[config.mk]
export PLATFORM = sky130hd
export DESIGN_NAME = dma_ctrl
export DESIGN_NICKNAME = d
export VERILOG_FILES = /design/src/rtl/dma_pkg.sv /design/src/rtl/dma_addr_gen.sv /design/src/rtl/dma_ctrl.sv
export SDC_FILE = /design/constraint.sdc
export NUM_CORES = 1
export LEC_CHECK = 0
export BUFFER_PORTS_ARGS = -buffer_cell sky130_fd_sc_hd__buf_2
export CAP_MARGIN = 5
export CORE_AREA = 2 2 73 75
export CTS_CLUSTER_DIAMETER = 50
export DETAILED_ROUTE_END_ITERATION = 16
export DIE_AREA = 0 0 75 77
export PLACE_DENSITY_LB_ADDON = 0.15
export REMOVE_ABC_BUFFERS = 1
export SETUP_SLACK_MARGIN = 0.1
export SLEW_MARGIN = 40
export SYNTH_ARGS = -nofsm -noshare
export SYNTH_HDL_FRONTEND = slang
export SYNTH_SLANG_ARGS = --single-unit
[constraint.sdc]
create_clock -name clk -period 5.2 [get_ports clk]
set_input_delay 0.78 -clock clk [delete_from_list [all_inputs] [get_ports clk]]
set_output_delay 0.78 -clock clk [all_outputs]
set_load 0.01 [all_outputs]
[src/rtl/dma_pkg.sv]
// Shared types and defaults for the single-channel DMA controller.
package dma_pkg;

    localparam int unsigned AW_DEF = 8;
    localparam int unsigned DW_DEF = 8;
    localparam int unsigned CW_DEF = 8;

    typedef enum logic [2:0] {
        StIdle,
        StProg,
        StArmed,
        StReq,
        StRd,
        StWr,
        StDone
    } state_e;

    typedef enum logic [1:0] {
        ModeIo2Mem,
        ModeMem2Io,
        ModeMem2Mem
    } mode_e;

    // Strobe vector layout: {mem_rd, mem_wr, io_rd, io_wr}
    localparam logic [3:0] STRB_MEM_RD = 4'b1000;
    localparam logic [3:0] STRB_MEM_WR = 4'b0100;
    localparam logic [3:0] STRB_IO_RD  = 4'b0010;
    localparam logic [3:0] STRB_IO_WR  = 4'b0001;

    function automatic mode_e decode_mode(input logic io_read, input logic mem_to_mem);
        if (mem_to_mem) begin
            return ModeMem2Mem;
        end else if (io_read) begin
            return ModeIo2Mem;
        end
        return ModeMem2Io;
    endfunction

endpackage

[src/rtl/dma_addr_gen.sv]
// Source/destination address and word-count registers for the DMA channel.
module dma_addr_gen
    import dma_pkg::*;
#(
    parameter int unsigned AW = AW_DEF,
    parameter int unsigned CW = CW_DEF
) (
    input  logic          clk_i,
    input  logic          rst_i,
    input  logic          load_src_i,
    input  logic          load_dst_i,
    input  logic          step_i,
    input  logic          src_inc_i,
    input  logic          dst_inc_i,
    input  logic [AW-1:0] db_i,
    input  logic [CW-1:0] wordcount_i,
    output logic [AW-1:0] src_nxt_o,
    output logic [AW-1:0] dst_nxt_o,
    output logic          cnt_zero_o,
    output logic          cnt_last_o
);

    logic [AW-1:0] src_q, src_d;
    logic [AW-1:0] dst_q, dst_d;
    logic [CW-1:0] cnt_q, cnt_d;

    always_comb begin
        src_d = src_q;
        dst_d = dst_q;
        cnt_d = cnt_q;
        if (load_src_i) begin
            src_d = db_i;
            cnt_d = wordcount_i;
        end
        if (load_dst_i) begin
            dst_d = db_i;
        end
        // IO-side addresses stay fixed; only memory-side pointers advance.
        if (step_i) begin
            cnt_d = cnt_q - CW'(1);
            if (src_inc_i) src_d = src_q + AW'(1);
            if (dst_inc_i) dst_d = dst_q + AW'(1);
        end
    end

    always_ff @(posedge clk_i or posedge rst_i) begin
        if (rst_i) begin
            src_q <= '0;
            dst_q <= '0;
            cnt_q <= '0;
        end else begin
            src_q <= src_d;
            dst_q <= dst_d;
            cnt_q <= cnt_d;
        end
    end

    assign src_nxt_o  = src_d;
    assign dst_nxt_o  = dst_d;
    assign cnt_zero_o = (cnt_q == '0);
    assign cnt_last_o = (cnt_q == CW'(1));

endmodule

[src/rtl/dma_ctrl.sv]
// Single-channel DMA controller: CPU programming port, HREQ/HACK bus handshake,
// and a two-cycle read/write word mover.
module dma_ctrl
    import dma_pkg::*;
#(
    parameter int unsigned AW = AW_DEF,
    parameter int unsigned DW = DW_DEF,
    parameter int unsigned CW = CW_DEF
) (
    input  logic          clk,
    input  logic          rst,
    input  logic          cs,
    input  logic          DB_wrReq,
    input  logic [DW-1:0] DB,
    input  logic [CW-1:0] wordcount,
    input  logic          IORead,
    input  logic          MemToMem,
    output logic          HREQ,
    input  logic          HACK,
    output logic [AW-1:0] addr,
    input  logic [DW-1:0] data_in,
    output logic [DW-1:0] data_out,
    output logic          mem_rd,
    output logic          mem_wr,
    output logic          io_rd,
    output logic          io_wr,
    output logic          EOP,
    output logic          busy
);

    state_e        state_q, state_d;
    mode_e         mode_q, mode_d;
    logic [3:0]    strb_q, strb_d;
    logic          hreq_q, hreq_d;
    logic          eop_q, eop_d;
    logic [AW-1:0] addr_q, addr_d;
    logic [DW-1:0] tmp_q, tmp_d;

    logic          load_src, load_dst, step;
    logic [AW-1:0] src_nxt, dst_nxt;
    logic          cnt_zero, cnt_last;

    dma_addr_gen #(
        .AW(AW),
        .CW(CW)
    ) u_addr_gen (
        .clk_i      (clk),
        .rst_i      (rst),
        .load_src_i (load_src),
        .load_dst_i (load_dst),
        .step_i     (step),
        .src_inc_i  (mode_q != ModeIo2Mem),
        .dst_inc_i  (mode_q != ModeMem2Io),
        .db_i       (AW'(DB)),
        .wordcount_i(wordcount),
        .src_nxt_o  (src_nxt),
        .dst_nxt_o  (dst_nxt),
        .cnt_zero_o (cnt_zero),
        .cnt_last_o (cnt_last)
    );

    always_comb begin
        state_d  = state_q;
        mode_d   = mode_q;
        tmp_d    = tmp_q;
        load_src = 1'b0;
        load_dst = 1'b0;
        step     = 1'b0;
        unique case (state_q)
            StIdle: begin
                if (cs && DB_wrReq) begin
                    load_src = 1'b1;
                    mode_d   = decode_mode(IORead, MemToMem);
                    state_d  = StProg;
                end
            end
            StProg: begin
                if (!cs) begin
                    state_d = StIdle;
                end else if (DB_wrReq) begin
                    load_dst = 1'b1;
                    state_d  = StArmed;
                end
            end
            StArmed: if (!cs) state_d = StReq;
            StReq:   if (HACK) state_d = cnt_zero ? StDone : StRd;
            StRd: begin
                if (HACK) begin
                    tmp_d   = data_in;
                    state_d = StWr;
                end
            end
            StWr: begin
                if (HACK) begin
                    step    = 1'b1;
                    state_d = cnt_last ? StDone : StRd;
                end
            end
            StDone:  state_d = StIdle;
            default: state_d = StIdle;
        endcase
    end

    // Outputs are registered from the next state so they line up with it.
    always_comb begin
        hreq_d = (state_d == StReq) || (state_d == StRd) || (state_d == StWr);
        eop_d  = (state_d == StDone);
        strb_d = '0;
        addr_d = addr_q;
        if (state_d == StRd) begin
            addr_d = src_nxt;
            strb_d = (mode_d == ModeIo2Mem) ? STRB_IO_RD : STRB_MEM_RD;
        end else if (state_d == StWr) begin
            addr_d = dst_nxt;
            strb_d = (mode_d == ModeMem2Io) ? STRB_IO_WR : STRB_MEM_WR;
        end
    end

    always_ff @(posedge clk or posedge rst) begin
        if (rst) begin
            state_q <= StIdle;
            mode_q  <= ModeIo2Mem;
            strb_q  <= '0;
            hreq_q  <= 1'b0;
            eop_q   <= 1'b0;
            addr_q  <= '0;
            tmp_q   <= '0;
        end else begin
            state_q <= state_d;
            mode_q  <= mode_d;
            strb_q  <= strb_d;
            hreq_q  <= hreq_d;
            eop_q   <= eop_d;
            addr_q  <= addr_d;
            tmp_q   <= tmp_d;
        end
    end

    // A dropped grant suppresses the strobe for the stalled cycle.
    assign {mem_rd, mem_wr, io_rd, io_wr} = strb_q & {4{HACK}};
    assign HREQ     = hreq_q;
    assign EOP      = eop_q;
    assign busy     = (state_q != StIdle);
    assign addr     = addr_q;
    assign data_out = tmp_q;

endmodule

==> metrics.csv, run 1 <==
metric,value,unit
outcome,finished clean,
skew,0.00948,ns
stdcell_count,390,
p_sw_frac,0.410,
syn_area,2670,sq um
ctsHtreeMaxLevel,2,
cts-root-buf,clkbuf_8,
hold_ws,0.511,ns
path_clk_slew,0.10,ns
worstHoldEndpoint,addr[5],
finalSetupViolCount,0,
reg2reg_depth,5,
viasPerCell,5.77,
rrSetupSlack,2.78,ns
design.core.area,4980,sq um
holdBufCountCts,0,
combPwrFrac,0.419,
fin_crit,2.42,ns
ant_nets,0,
slew_headroom,0.578,
p_per_area,553,nW/um^2
cts_setup_buffers,0,
setup-tns-final,0,ns
clk_latency,0.31,ns
route.vias.total,2249,
gp_congestion,0.813,
startpoint_type,flop,
required,5.43,ns
fp.dieW,75,um
cts_tree,built,
switchingPower,0.000695,W
critPathKind,flop to flop,
hold_path_startpoint,addr[5],
synth_warnings,0,
fmaxAchievable,414,MHz
synth.avg_cell_area,9.83,sq um
cap_violations,0,
synthArstFlopShare,1.00,
pwr-share-clk,0.143,
tightest_slew,0.633,ns
fillCellCount,438,
ctsResizeCount,0,
maxSlewViolCount,0,
diodes,0,
final_common_cell,buf_2,
grt_overflow,0,
die_h,77,um
ir_drop,0.259,mV
antenna_found_initial,0,
p_leak,1.42,nW
wl,6190,um
portBuffers,53,
worstReg2RegEnd,u_addr_gen.dst_q[5],
final_cell_mix,"buf_2, dfrtp_1, nand2_1",
grt.total_usage,0.224,
synth-seq-cells,51,
area_delta_synth_final,15.0,%
rows,26,
final_nets,355,
timing.critical_path.fanout_max,16,
ys_seq_area_frac,0.479,
p_total,0.00169,W
timing.final.crit_share,0.465,
synth_cell_types,55,
dieArea,5780,sq um
grt_first_pass_wirelength,9930,um
rr_startpoint,state_q[0],
dr.pass1.iters,4,
p_int,0.000999,W
cts_buffer_depth,2,
io_pins,54,
hold_class,flop to flop,
place_inst,382,
drtIter0Drc,161,
ys.flop_type,dfrtp_1,
layout-drive-gt1-share,0.275,
dp_hpwl,4500,um
first_global_vias,2057,
post_drt_wl_per_cell,15.9,um
rsz0062_at_grt,no,
p_seq_frac,0.438,
grt_max_degree,52,
syn-instance-count,271,
cts_sinks,51,
hold_depth,2,
synth_edf_count,0,
drcViolationCount,0,
cts_buffers,5,
finalHoldViolations,0,
start_util,0.535,
worstSetupEndpointType,flop,
critPathArrivalTime,2.64,ns
-- critical path: stages, from the launching register on --
cell	delay [ns]
dfrtp_1	0.64
and4b_1	0.61
nand2_1	0.27
nor2_1	0.40
a311oi_1	0.19
a211oi_1	0.23
-- flip-flops by register name, summed over array words and instances, names as in the netlist --
name	flops
addr	8
data_out	8
u_addr_gen.cnt_q	8
u_addr_gen.dst_q	8
u_addr_gen.src_q	8
strb_q	4
state_q	3
mode_q	2
EOP	1
HREQ	1
-- metal layers --
| metal | GRT usage | share of wire | vias up |
|---|---|---|---|
| met5 | 0 | 0 | - |
| met4 | 0.0375 | 0.0055 | 0 |
| met3 | 0.0420 | 0.060 | 4 |
| met2 | 0.346 | 0.48 | 79 |
| met1 | 0.331 | 0.45 | 1067 |
| li1 | - | - | 1099 |
-- cell usage after synthesis (all sizes together) (2+ instances only) --
cell type	n	area share
a211o	2	0.0099
a211oi	4	0.011
a21oi	15	0.028
a221o	6	0.023
a311oi	3	0.0099
a31oi	5	0.012
and2	11	0.027
and2b	3	0.010
and3	4	0.0099
and4b	2	0.0080
buf	4	0.0099
clkbuf	8	0.012
dfrtp	51	0.48
ha	5	0.023
inv	13	0.019
mux2	8	0.034
nand2	26	0.037
nand2b	2	0.0047
nand3	13	0.024
nand4	2	0.0047
nor2	25	0.035
nor2b	2	0.0047
nor3	9	0.017
nor4	2	0.0047
o211ai	3	0.0085
o21a	3	0.0085
o21ai	5	0.0094
o221a	2	0.0085
o221ai	4	0.013
o22ai	3	0.0070
o311ai	3	0.0099
o31ai	4	0.011
or2	2	0.0047
or3	3	0.0070
xor2	2	0.0066
-- power by group through the flow --
stage / Sequential [W] / Clock, W / Combinational, W
after CTS: 0.000739 / 0.000251 / 0.000709
after global routing: 0.000769 / 0.000267 / 0.000793
after floorplan: 0.000740 / 0 / 0.000475
final: 0.000742 / 0.000242 / 0.000710
after global placement: 0.000740 / 0 / 0.000689
after detailed placement: 0.000745 / 0 / 0.000709
-- worst max-delay path by stage --
stage                          start                  end  slack, ns  depth (start not counted)
final                     state_q[0]  u_addr_gen.dst_q[5]       2.78                          5
after detailed placement          cs              addr[2]       2.46                          5
after global routing      state_q[0]  u_addr_gen.dst_q[5]       2.49                          5
after floorplan                 HACK              addr[3]       2.94                          5
after global placement            cs              addr[2]       2.51                          5
after CTS                 state_q[0]              addr[2]       2.79                          4
-- logic make-up (layout without fill, tap and decap cells) --
| kind of cell | count (synthesis) | count (layout) | synth area share |
|---|---|---|---|
| muxes | 9 | 9 | 0.0376 |
| AOI/OAI and AO/OA | 67 | 67 | 0.192 |
| and+or+nand+nor | 112 | 112 | 0.220 |
| buffers and inverters | 25 | 74 | 0.0408 |
| xor gates and xnor gates | 2 | 2 | 0.00657 |
| DFF | 51 | 51 | 0.479 |
| adders and majority gates | 5 | 5 | 0.0235 |
-- area by class of cell --
type | instances | area [sq um] | area share
timing repair buffer | 53 | 265 | 0.0865
clock inverter | 3 | 26.3 | 0.00857
multi-input combinational | 195 | 1290 | 0.420
inverter | 13 | 53.8 | 0.0176
tap | 70 | 87.6 | 0.0286
clock buffer | 5 | 68.8 | 0.0224
sequential | 51 | 1280 | 0.416
-- through the flow --
step                      instance area (sq um)  utilization  setup WS, ns
after floorplan                            2610            -          2.94
after global placement                     2960        0.595          2.51
after detailed placement                   2970        0.596          2.46
after CTS                                  3060        0.615          2.79
after global routing                       3070        0.616          2.49
final                                      3070        0.616          2.78
No activity file was read; power rests on OpenSTA's default activity.
==> inputs of run 2 (changes only) <==
Settings changed: ABC_AREA set to 1, CORE_AREA 2 2 73 75 to 2 2 78 80, DIE_AREA 0 0 75 77 to 0 0 80 82.
Clock period 5.2 ns to 2.4 ns, I/O delays scaled along.
==> metrics.csv, run 2 <==
metric,value,unit,change
fp.dieW,80,um,+6.7%
diodes,0,,unchanged
gp_congestion,0.856,,+5.3%
antenna_found_initial,0,,unchanged
die_h,82,um,+6.5%
tightest_slew,0.660,ns,+0.0264 ns
cts_sinks,51,,unchanged
place_area,3370,sq um,+14%
path_clk_slew,0.09,ns,about the same
fmaxAchievable,546,MHz,+32%
synth.most_common_cell,nand2_1,,
slew_headroom,0.560,,-0.0176
multi_input_area,1500,sq um,+17%
finalHoldViolations,0,,unchanged
cp_common_cell,nand3_1,,
synth_cell_types,45,,-18%
timing.critical_path.fanout_max,16,,unchanged
ys_seq_area_frac,0.417,,-0.0620
maxSlewViolCount,0,,unchanged
viasPerCell,4.99,,-13%
cap_violations,0,,unchanged
timing.final.crit_share,0.763,,+0.298
syn-instance-count,388,,+43%
cts_tree,built,,
cts_buffers,5,,unchanged
synth_warnings,0,,unchanged
critPathKind,flop to flop,,
seqCellArea,1280,sq um,unchanged
slowest_delay,0.51,ns,-0.13 ns
final_nets,478,,+35%
io_pins,54,,unchanged
clk_latency,0.31,ns,about the same
drcViolationCount,0,,unchanged
synth-seq-cells,51,,unchanged
layout-drive-gt1-share,0.233,,-0.0425
area_delta_synth_final,14.0,%,
dr.pass1.iters,4,,unchanged
ir_drop,0.689,mV,+170%
design_area,3490,sq um,+14%
utilization,0.607,,-0.00853
wl,6770,um,+9.4%
grt.total_usage,0.225,,+0.00196
design.core.area,5750,sq um,+15%
rows,28,,+7.7%
finalSetupViolCount,0,,unchanged
critPathArrivalTime,2.01,ns,-0.63 ns
dieArea,6560,sq um,+14%
p_leak,1.87,nW,+32%
synth_edf_count,0,,unchanged
p_per_area,1250,nW/um^2,+130%
cp_top_family,simple AND/OR/NAND/NOR gates,,
first_global_vias,2442,,+19%
ys.flop_type,dfrtp_1,,
ctsResizeCount,0,,unchanged
grt_max_degree,52,,unchanged
synth.area.top_cells,"dfrtp_1, nand2_1, nand3_1",,
dp_hpwl,5160,um,+15%
outcome,finished clean,,
post_drt_wl_per_cell,13.1,um,-18%
hold_class,input pin to async pin,,
cts_setup_buffers,0,,unchanged
cts_buffer_depth,2,,unchanged
final_common_cell,nand2_1,,
required,2.58,ns,-2.85 ns
synth_top_cell_area_share,0.417,,-0.0620
startpoint_type,flop,,
synth.avg_cell_area,7.89,sq um,-20%
grt_first_pass_wirelength,11500,um,+16%
crit_slowest_cell,dfrtp_1,,
synthArstFlopShare,1.00,,unchanged
cts-root-buf,clkbuf_8,,
drtIter0Drc,126,,-22%
fin_crit,1.83,ns,-0.586 ns
rsz0062_at_grt,no,,
final_cell_mix,"nand2_1, buf_2, dfrtp_1",,
synthTopCellsByCount,"nand2_1, dfrtp_1, inv_1, nand3_1, nor2_1",,
p_total,0.00436,W,+160%
setup-tns-final,0,ns,unchanged
portBuffers,53,,unchanged
worstSetupEndpointType,flop,,
syn_area,3060,sq um,+15%
skew,0.0141,ns,+0.00465 ns
hold_ws,0.223,ns,-0.288 ns
route.vias.total,2586,,+15%
ant_nets,0,,unchanged
grt_overflow,0,,unchanged
yosys.area.top_type,dfrtp_1,,
start_util,0.533,,-0.00256
ctsHtreeMaxLevel,2,,unchanged
holdBufCountCts,0,,unchanged
worstPathCellList,nor2_4 > nand3_4 > inv_2 > nor2_1 > nand2_1 > nand2_2 > nand3_1 > nand3_1,,
crit_buf_inv,1,,+1
fillCellCount,547,,+25%
-- run 2: changes by cell type in the layout (fill, tap and decap cells not counted), sizes merged, moves of 4 or more --
cell   before  now
inv        15   58
a221o       6    0
a21oi      15    3
and2       11    0
a31oi       5    1
nand2      26  131
nand3      13   54
and3        4    0
o21ai       5   13
nor3        9    1
-- run 2: worst paths after layout --
path | start | end | slack, ns | cells after the start
setup / recovery | state_q[0] | addr[2] | 0.57 | 8
setup reg to reg | state_q[0] | addr[2] | 0.57 | 8
min in group clk | wordcount[5] | u_addr_gen.cnt_q[5] | 0.27 | 3
max in group asynchronous | rst | addr[0] | 1.73 | 3
hold reg to reg | addr[7] | addr[7] | 0.50 | 2
hold / removal | rst | u_addr_gen.dst_q[4] | 0.22 | 3
-- run 2: cells by family after synthesis --
group	after synthesis	synth area share
AND/OR/NAND/NOR	219	0.347
flip-flops	51	0.417
AO/OA/AOI/OAI	36	0.0826
multiplexers	8	0.0294
buffers and inverters	65	0.0919
XOR/XNOR	4	0.0114
adder cells (fa/ha/maj)	5	0.0204
-- run 2: report_power, final --
part	total [W]	internal [W]	switching, W
Sequential	0.00158	0.00126	0.000324
Clock	0.000628	0.000338	0.000290
Combinational	0.00215	0.000816	0.00134
Total	0.00436	0.00241	0.00195
-- run 2: worst min-delay path, stage by stage --
cell and delay, ns:
buf_2 0.10, inv_2 0.03, buf_4 0.51
-- run 2: metal layers --
metal	vias up	part of all wire	track usage
met3	5	0.048	0.0396
met5	-	0	0
met4	0	0.0068	0.0441
li1	1348	-	-
met2	62	0.47	0.372
met1	1171	0.48	0.315
-- run 2: area by class of cell --
type,count,share of cell area
clock buffers,6,0.0237
clock inverters,2,0.0100
inverters,58,0.0645
multi-input cells,272,0.431
flip-flops and latches,51,0.366
well taps,75,0.0269
repair buffers,54,0.0782
-- run 2: through the flow --
| stage | setup WS, ns | instances |
|---|---|---|
| floorplan | 0.810 | 381 |
| global placement | 0.636 | 510 |
| detailed placement | 0.570 | 510 |
| CTS | 0.576 | 518 |
| global route | 0.381 | 518 |
| finish | 0.569 | 518 |
==> inputs of run 3 (changes only) <==
Clock period 2.4 ns to 1.9 ns, I/O delays scaled along.
==> metrics.csv, run 3 (synthesized netlist as in run 2, its figures left out) <==
metric,value,unit,change
p_int,0.00290,W,+20%
slew_headroom,0.665,,+0.105
slowest_delay,0.49,ns,-0.02 ns
combPwrFrac,0.511,,+0.018
grt.total_usage,0.229,,+0.00365
critPathArrivalTime,1.85,ns,-0.16 ns
rrSetupSlack,0.23,ns,-0.33 ns
fillCellCount,533,,-2.6%
start_util,0.533,,unchanged
cts_tree,built,,
grt_overflow,0,,unchanged
dr.pass1.iters,4,,unchanged
p_total,0.00539,W,+23%
dp_hpwl,5250,um,+1.7%
finalSetupViolCount,0,,unchanged
stdcell_count,520,,+0.39%
setup-tns-final,0,ns,unchanged
setup_slack,0.235,ns,-0.335 ns
first_global_vias,2579,,+5.6%
seqCellArea,1280,sq um,+0.20%
startpoint_type,flop,,
area_delta_synth_final,13.9,%,about the same
post_drt_wl_per_cell,13.2,um,+0.95%
pwr-share-clk,0.117,,-0.027
final_common_cell,nand2_1,,
post-place-ws,0.240,ns,-0.329 ns
cap_violations,0,,unchanged
portBuffers,53,,unchanged
holdBufCountCts,0,,unchanged
cp_common_cell,nand3_1,,
worstSetupEndpointType,flop,,
p_per_area,1540,nW/um^2,+24%
cts_buffer_depth,2,,unchanged
required,2.08,ns,-0.50 ns
final_nets,480,,+0.42%
rsz0062_at_grt,no,,
viasPerCell,5.07,,+1.6%
cts_sinks,51,,unchanged
p_leak,1.86,nW,-0.45%
path_clk_slew,0.09,ns,about the same
cts_buffers,5,,unchanged
p_sw_frac,0.462,,+0.0150
timing.final.crit_share,0.877,,+0.114
io_pins,54,,unchanged
design.core.area,5750,sq um,unchanged
skew,0.00724,ns,-0.00689 ns
ir_drop,0.795,mV,+15%
finalHoldViolations,0,,unchanged
crit_slowest_cell,dfrtp_1,,
p_seq_frac,0.372,,+0.009
worstPathCellList,nor2_4 > nand3_4 > inv_2 > nor2_1 > nand2_1 > nand2_2 > nand3_1 > nand3_1,,
drcViolationCount,0,,unchanged
die_h,82,um,unchanged
design_area,3490,sq um,about the same
switchingPower,0.00249,W,+28%
hold_class,input pin to async pin,,
tightest_slew,0.502,ns,-0.158 ns
fp.dieW,80,um,unchanged
timing.critical_path.fanout_max,10,,-6
place_area,3400,sq um,+0.82%
cts-root-buf,clkbuf_8,,
maxSlewViolCount,0,,unchanged
ctsHtreeMaxLevel,2,,unchanged
place_inst,512,,+0.39%
layout-drive-gt1-share,0.238,,+0.00570
multi_input_area,1500,sq um,unchanged
final_cell_mix,"nand2_1, buf_2, inv_1, nand3_1, dfrtp_1",,
ant_nets,0,,unchanged
route.vias.total,2637,,+2.0%
grt_max_degree,30,,-42%
fin_crit,1.67,ns,-0.165 ns
gp_congestion,0.852,,-0.41%
dieArea,6560,sq um,unchanged
drtIter0Drc,149,,+18%
rows,28,,unchanged
critPathKind,flop to flop,,
outcome,finished clean,,
fmaxAchievable,600,MHz,+9.9%
wl,6860,um,+1.3%
clk_latency,0.30,ns,about the same
antenna_found_initial,0,,unchanged
diodes,0,,unchanged
grt_first_pass_wirelength,11700,um,+1.9%
## run 3: changes by cell type in the layout (fill, tap and decap cells not counted), sizes merged
cell and change:
buf +2, bufinv -1, clkinvlp +1
## run 3: critical path, delay by kind of cell, from the launching register on
family                 cells  cell delay [ns]
buffers and inverters      1             0.19
AND/OR/NAND/NOR            7             0.87
flip-flops                 1             0.49
## run 3: path summary, 6_finish.rpt
path | from | end | cells past startpoint
worst max-delay path | state_q[1] | addr[7] | 8
worst min-delay path | rst | data_out[3] | 2
worst max register to register | state_q[1] | addr[7] | 8
worst min register to register | data_out[0] | data_out[0] | 1
max in group asynchronous | rst | addr[7] | 3
min in group clk | IORead | mode_q[0] | 2
## run 3: layer usage
layer  up-vias  wire, um  track usage
met4         0        89       0.0627
met5         -         0            0
met2        62      3170        0.385
li1       1354         -            -
met1      1213      3300        0.307
met3         8       306       0.0396
## run 3: per-stage QoR
stage / utilization / hold WS, ns
after floorplan: - / 0.394
after global placement: 0.592 / 0.335
after detailed placement: 0.592 / 0.348
after CTS: 0.606 / 0.0196
after global routing: 0.607 / 0.0495
final: 0.607 / 0.00179
## run 3: cell type report
class | instances | share of cell area
Multi-Input combinational cell | 272 | 0.431
Timing Repair Buffer | 56 | 0.0861
Clock buffer | 6 | 0.0208
Sequential cell | 51 | 0.367
Clock inverter | 2 | 0.00359
Inverter | 58 | 0.0646
Tap cell | 75 | 0.0269
## run 3: power by group through the flow
stage               Sequential [W]  Combinational, W  Clock [W]
finish                     0.00201           0.00275   0.000629
global route               0.00208           0.00315   0.000672
CTS                        0.00200           0.00275   0.000640
detailed placement         0.00202           0.00274          0
global placement           0.00200           0.00269          0
floorplan                  0.00202           0.00197          0
## run 3: what timing repair did
item                       4_1_cts  5_1_grt
buffers inserted                 0        0
resized for setup                0        2
setup endpoints to repair        0        4
